<file path="src/rtl/control_unit.sv">
// Multi-cycle FETCH/DECODE/EXEC/WB sequencer for the triadic register/ALU datapath.
// Every output is a register loaded on the tick edge that enters its state; tick=0 freezes everything.
module control_unit #(
  parameter int CNT_W = 32
) (
  input  logic             clk,
  input  logic             rst,
  input  logic             tick,
  input  logic [31:0]      IR,
  input  logic             RS1is0,
  output logic             IRLoad,
  output logic             PCWrite,
  output logic             NextPC,
  output logic             WE,
  output logic             DinSel2,
  output logic             Oprnd1Sel,
  output logic             Oprnd2Sel,
  output logic             ExtnCntl,
  output logic             RDSEL,
  output logic             halted,
  output logic             illegal,
  output logic [CNT_W-1:0] retired
);

  typedef enum logic [2:0] {S_FETCH, S_DECODE, S_EXEC, S_WB, S_HALTED} state_t;
  typedef enum logic [2:0] {C_R, C_IALU, C_J, C_JAL, C_BEQZ, C_HALT, C_ILL} cls_t;

  state_t            state_q, state_d;
  cls_t              cls_q, cls_d, cls_dec;
  logic [5:0]        op;
  logic              unused_ir;
  logic              ir_load_q, ir_load_d;
  logic              pc_write_q, pc_write_d;
  logic              next_pc_q, next_pc_d;
  logic              we_q, we_d;
  logic              din_sel2_q, din_sel2_d;
  logic              oprnd1_sel_q, oprnd1_sel_d;
  logic              oprnd2_sel_q, oprnd2_sel_d;
  logic              extn_cntl_q, extn_cntl_d;
  logic              rdsel_q, rdsel_d;
  logic              halted_q, halted_d;
  logic              illegal_q, illegal_d;
  logic [CNT_W-1:0]  retired_q, retired_d;

  assign op        = IR[31:26];
  assign unused_ir = ^IR[25:0];

  always_comb begin
    cls_dec = C_ILL;
    if (op == 6'b000000)       cls_dec = C_R;
    else if (op[5:3] == 3'b001) cls_dec = C_IALU;
    else if (op == 6'b000010)  cls_dec = C_J;
    else if (op == 6'b000011)  cls_dec = C_JAL;
    else if (op == 6'b000100)  cls_dec = C_BEQZ;
    else if (op == 6'b111111)  cls_dec = C_HALT;
  end

  always_comb begin
    state_d      = state_q;
    cls_d        = cls_q;
    ir_load_d    = ir_load_q;
    pc_write_d   = pc_write_q;
    next_pc_d    = next_pc_q;
    we_d         = we_q;
    din_sel2_d   = din_sel2_q;
    oprnd1_sel_d = oprnd1_sel_q;
    oprnd2_sel_d = oprnd2_sel_q;
    extn_cntl_d  = extn_cntl_q;
    rdsel_d      = rdsel_q;
    halted_d     = halted_q;
    illegal_d    = illegal_q;
    retired_d    = retired_q;

    if (tick) begin
      // Strobes last exactly one tick interval; each state re-asserts what it needs.
      ir_load_d  = 1'b0;
      pc_write_d = 1'b0;
      next_pc_d  = 1'b0;
      we_d       = 1'b0;
      din_sel2_d = 1'b0;
      if (pc_write_q) retired_d = retired_q + CNT_W'(1);

      case (state_q)
        S_FETCH: begin
          state_d      = S_DECODE;
          cls_d        = cls_dec;
          oprnd1_sel_d = (cls_dec == C_J) || (cls_dec == C_JAL) || (cls_dec == C_BEQZ);
          oprnd2_sel_d = (cls_dec == C_IALU) || (cls_dec == C_J) || (cls_dec == C_JAL) ||
                         (cls_dec == C_BEQZ);
          extn_cntl_d  = (cls_dec == C_J) || (cls_dec == C_JAL);
          rdsel_d      = (cls_dec == C_R);
        end
        S_DECODE: begin
          if (cls_q == C_HALT || cls_q == C_ILL) begin
            state_d   = S_HALTED;
            halted_d  = 1'b1;
            illegal_d = (cls_q == C_ILL);
          end else begin
            state_d = S_EXEC;
            if (cls_q == C_J || cls_q == C_BEQZ) begin
              pc_write_d = 1'b1;
              next_pc_d  = (cls_q == C_J) ? 1'b1 : RS1is0;
            end
          end
        end
        S_EXEC: begin
          if (cls_q == C_J || cls_q == C_BEQZ) begin
            state_d   = S_FETCH;
            ir_load_d = 1'b1;
          end else begin
            state_d    = S_WB;
            we_d       = 1'b1;
            pc_write_d = 1'b1;
            din_sel2_d = (cls_q != C_JAL);
            next_pc_d  = (cls_q == C_JAL);
          end
        end
        S_WB: begin
          state_d   = S_FETCH;
          ir_load_d = 1'b1;
        end
        default: state_d = S_HALTED;
      endcase
    end
  end

  always_ff @(posedge clk) begin
    if (rst) begin
      state_q      <= S_FETCH;
      cls_q        <= C_R;
      ir_load_q    <= 1'b1;
      pc_write_q   <= 1'b0;
      next_pc_q    <= 1'b0;
      we_q         <= 1'b0;
      din_sel2_q   <= 1'b0;
      oprnd1_sel_q <= 1'b0;
      oprnd2_sel_q <= 1'b0;
      extn_cntl_q  <= 1'b0;
      rdsel_q      <= 1'b0;
      halted_q     <= 1'b0;
      illegal_q    <= 1'b0;
      retired_q    <= '0;
    end else begin
      state_q      <= state_d;
      cls_q        <= cls_d;
      ir_load_q    <= ir_load_d;
      pc_write_q   <= pc_write_d;
      next_pc_q    <= next_pc_d;
      we_q         <= we_d;
      din_sel2_q   <= din_sel2_d;
      oprnd1_sel_q <= oprnd1_sel_d;
      oprnd2_sel_q <= oprnd2_sel_d;
      extn_cntl_q  <= extn_cntl_d;
      rdsel_q      <= rdsel_d;
      halted_q     <= halted_d;
      illegal_q    <= illegal_d;
      retired_q    <= retired_d;
    end
  end

  assign IRLoad    = ir_load_q;
  assign PCWrite   = pc_write_q;
  assign NextPC    = next_pc_q;
  assign WE        = we_q;
  assign DinSel2   = din_sel2_q;
  assign Oprnd1Sel = oprnd1_sel_q;
  assign Oprnd2Sel = oprnd2_sel_q;
  assign ExtnCntl  = extn_cntl_q;
  assign RDSEL     = rdsel_q;
  assign halted    = halted_q;
  assign illegal   = illegal_q;
  assign retired   = retired_q;

endmodule

</file>
<file path="config.mk">
export PLATFORM = sky130hd
export DESIGN_NAME = control_unit
export DESIGN_NICKNAME = d
export VERILOG_FILES = /design/src/rtl/control_unit.sv
export SDC_FILE = /design/constraint.sdc
export NUM_CORES = 1
export LEC_CHECK = 0
export ABC_AREA = 0
export CAP_MARGIN = 20
export CORE_ASPECT_RATIO = 1.5
export CORE_MARGIN = 4
export CORE_UTILIZATION = 65
export CTS_BUF_LIST = sky130_fd_sc_hd__clkbuf_4 sky130_fd_sc_hd__clkbuf_8
export DETAILED_ROUTE_END_ITERATION = 6
export DONT_BUFFER_PORTS = 1
export HOLD_SLACK_MARGIN = 0.03
export PLACE_DENSITY = 0.9
export SLEW_MARGIN = 20
export SYNTH_ARGS = -nofsm -noshare
export SYNTH_HDL_FRONTEND = slang
export SYNTH_SLANG_ARGS = --single-unit
</file>
<file path="constraint.sdc">
create_clock -name clk -period 2.39 [get_ports clk]
set_input_delay 0.5975 -clock clk [delete_from_list [all_inputs] [get_ports clk]]
set_output_delay 0.5975 -clock clk [all_outputs]
set_load 0.05 [all_outputs]
</file>
==> out/qor.csv <==
stage,metric,value,unit
flow_run,MaxCap Viol Count,0,
critical_path,Worst Path Required,2.64,ns
synth,"FF+latch count, synth",49,
cts,H-Tree Depth,2,
global_route,GRT Residual Overflow,0,
synth,most common library cells after synthesis,"49 x dfxtp_1, 32 x a21oi_1, 25 x nand2_1",
synth,largest family of logic cells by synthesized area,simple AND/OR/NAND/NOR gates,
cts,# resized after CTS,0,
critical_path,worst setup path end,retired[30]$_SDFFE_PP0P_,
drt,Initial DRT Pass Iterations,4,
hold_path,Worst Min Path Start,rst,
global_route,first-pass GRT wire length,8.983,mm
synth,Synth warnings,0,
cts,setup bufs post-CTS,0,
global_route,largest net degree at the start of global routing,52,
timing,Clock Skews,0.01070,ns
cts,CTS max path bufs,2,
drt,vias post-DR,2200,
synth,Post-Syn Area,2399,um^2
drt,# DRC,0,
hold_path,hold path cells,1,
timing,Achievable Freq,467.3,MHz
drt,DRT iter0 DRCs,122,
global_route,Total GRT Usage,23.84,%
timing,crit path time final,2.140,ns
pwr,Power Dens Cells,580.0,nW/um^2
synth,"Seq/Total Area, Yosys",40.90,%
cts,CTS tree,done,
pwr,worst ir drop on vdd,0.4822,mV
floorplanning,Die Area,4746,um^2
synth,mux cell area share after synthesis,1.826,%
drt,mean number of vias per cell,6.340,
timing,slew margin rel.,59.57,%
cts,CTS buffer count,5,
timing,final hold vios,0,
synth,most frequent cell after synthesis,dfxtp_1,
synth,Synth Area per Inst,8.328,um^2
layout,# nets final,341,
synth,Yosys cell types,46,
synth,XOR/XNOR share of the synthesized area,4.382,%
place,placed insts,339,
critical_path,crit path DAT,2.39,ns
outcome,status,finished clean,
timing,Pins Over Slew Limit,0,
layout,final cell count without fillers,347,
synth,adder and majority gate portion of the synthesized area,0.5216,%
drt,DRT antenna net count,0,
synth,top-area cell type share of the netlist area,40.90,%
hold_path,type of the most critical hold path,primary input to flop,
cts,"CTS clk-pin slew, worst paths",0.09,ns
timing,worst slew pin tran,0.6057,ns
floorplanning,Row Count,26,
synth,syn nets,325,
layout,"Area growth, synth to finish",12.42,%
critical_path,Setup crit end kind,flop,
timing,RSZ-0062 raised after global routing,false,
layout,ratio of cells with drive above 1 in the final layout,14.43,%
floorplanning,Core Area,3481,um^2
critical_path,critical path type,flop to flop,
critical_path,crit path from,retired[1]$_SDFFE_PP0P_,
cts,Clock Tree Root,clkbuf_8,
timing,count of final setup violators,0,
critical_path,reg2reg end,retired[30]$_SDFFE_PP0P_,
floorplanning,Die Height,82.40,um
pwr,leak pwr,0.9332,nW
timing,fraction of the cycle the final worst path needs,89.54,%
synth,Gate Count Post-Synth,288,
floorplanning,I/O Pins,79,
timing,hold slack final,0.3597,ns
timing,setup TNS,0,ns
synth,Post-synth EDFFs,0,
place,dpl hpwl,3.797,mm
synth,Post-synth ARST share,0,%
synth,"area leader, netlist",dfxtp_1,
global_route,initial antenna violation count,0,
synth,largest cells by area after synthesis,"dfxtp_1 41%, a21oi_1 6.7%, or4_1 5.9%, o31ai_1 5.0%, nand2_1 3.9%",
layout,Ant. Diodes,0,
critical_path,largest fanout on the critical path,8,
synth,Main synth FF type,dfxtp_1,
floorplanning,Initial Util,68.91,%
synth,post-synthesis simple-gate area fraction,29.11,%
critical_path,worst reg2reg startpoint,retired[1]$_SDFFE_PP0P_,
place,gpl congestion,0.7608,
synth,Compound-Gate Fraction of Synth Area,18.00,%
critical_path,CP startpoint kind,flop,
critical_path,worst r2r path cells,5,
cts,Clock Latency Late Sink,0.31,ns
floorplanning,die width,57.60,um
global_route,via count of the first global-routing pass,2150,
cts,CTS Sinks,49,
cts,CTS hold repair buffers,0,
drt,routed wire length,5.326,mm
drt,WL per Instance,15.35,um
critical_path,Worst R2R Setup Slack,0.25,ns
place,Port Buffers,0,
kinds of logic (layout without fill, tap and decap cells):
kind of cell	after synthesis	in the layout
and+or+nand+nor	123	123
AOI/OAI and AO/OA	70	70
DFF	49	49
buffers and inverters	29	46
xor gates and xnor gates	12	12
muxes	4	4
adders and majority gates	1	1
flip-flops by register name, indices dropped and copies added, names as in the netlist:
register	flops
DinSel2	1
ExtnCntl	1
IRLoad	1
NextPC	1
Oprnd1Sel	1
Oprnd2Sel	1
PCWrite	1
RDSEL	1
WE	1
cls_q	3
halted	1
illegal	1
retired	32
state_q	3
layer usage:
layer | part of all wire [%] | vias up | wire length [um] | track usage [%]
met2 | 52 | 72 | 2770 | 41.97
met5 | 0 | - | 0 | 0
met4 | 2.3 | 0 | 122 | 11.37
met3 | 7.2 | 14 | 381 | 7.465
met1 | 38 | 1018 | 2050 | 25.65
li1 | - | 1096 | - | -
worst max-delay path: stages (launching register included):
cell and delay (ns):
dfxtp_1 0.43, ha_1 0.30, nand2_1 0.12, or4_1 0.64
or4_1 0.44, a21oi_1 0.14
placed cells by master (no fill, tap or decap), types with 3 or more instances in the layout:
master,n
a211oi_1,3
or4_1,19
a21oi_1,32
nand4_1,8
nor3_1,3
nand3b_1,3
o211ai_1,3
buf_4,29
and4_1,3
o21ai_0,6
clkbuf_8,6
xnor2_1,4
and3_1,3
xor2_1,8
dfxtp_1,49
o31ai_1,16
inv_1,9
nor2_1,23
nand2b_1,3
mux2_2,3
nand3_1,14
nor2b_1,3
nand2_1,25
or3_1,6
per-stage QoR:
stage               instance area (um^2)  total power [mW]  utilization (%)  worst slack (ns)
floorplan                           2399            0.9602                -           0.05585
global placement                    2576            0.9600            74.01            0.3117
detailed placement                  2576            0.9648            74.01            0.2454
CTS                                 2696             1.579            77.46            0.2409
global route                        2696             1.620            77.46           0.05015
finish                              2696             1.564            77.46            0.2501
worst min path at each step:
stage / slack (ns) / end
4_1_cts: 0.34 / retired[17]$_SDFFE_PP0P_
3_5_place_dp: 0.47 / state_q[2]$_SDFFE_PP0P_
2_1_floorplan: 0.44 / state_q[2]$_SDFFE_PP0P_
3_3_place_gp: 0.46 / state_q[2]$_SDFFE_PP0P_
5_1_grt: 0.34 / retired[28]$_SDFFE_PP0P_
6_report: 0.36 / retired[12]$_SDFFE_PP0P_
where the power goes:
group	total, mW	switching [mW]	internal [mW]	leakage [nW]
combinational	0.0835	0.0459	0.0375	0.475
sequential	0.861	0.0330	0.828	0.396
clock	0.619	0.267	0.352	0.0619
total	1.56	0.346	1.22	0.933
final cells by class:
class | instances | area (um^2)
Multi-Input combinational cell | 210 | 1291
Clock inverter | 1 | 30.03
Timing Repair Buffer | 29 | 217.7
Sequential cell | 49 | 980.9
Tap cell | 42 | 52.55
Inverter | 9 | 33.78
Clock buffer | 7 | 90.09
Fill cell | 253 | 784.5
No activity file was read; power rests on OpenSTA's default activity.
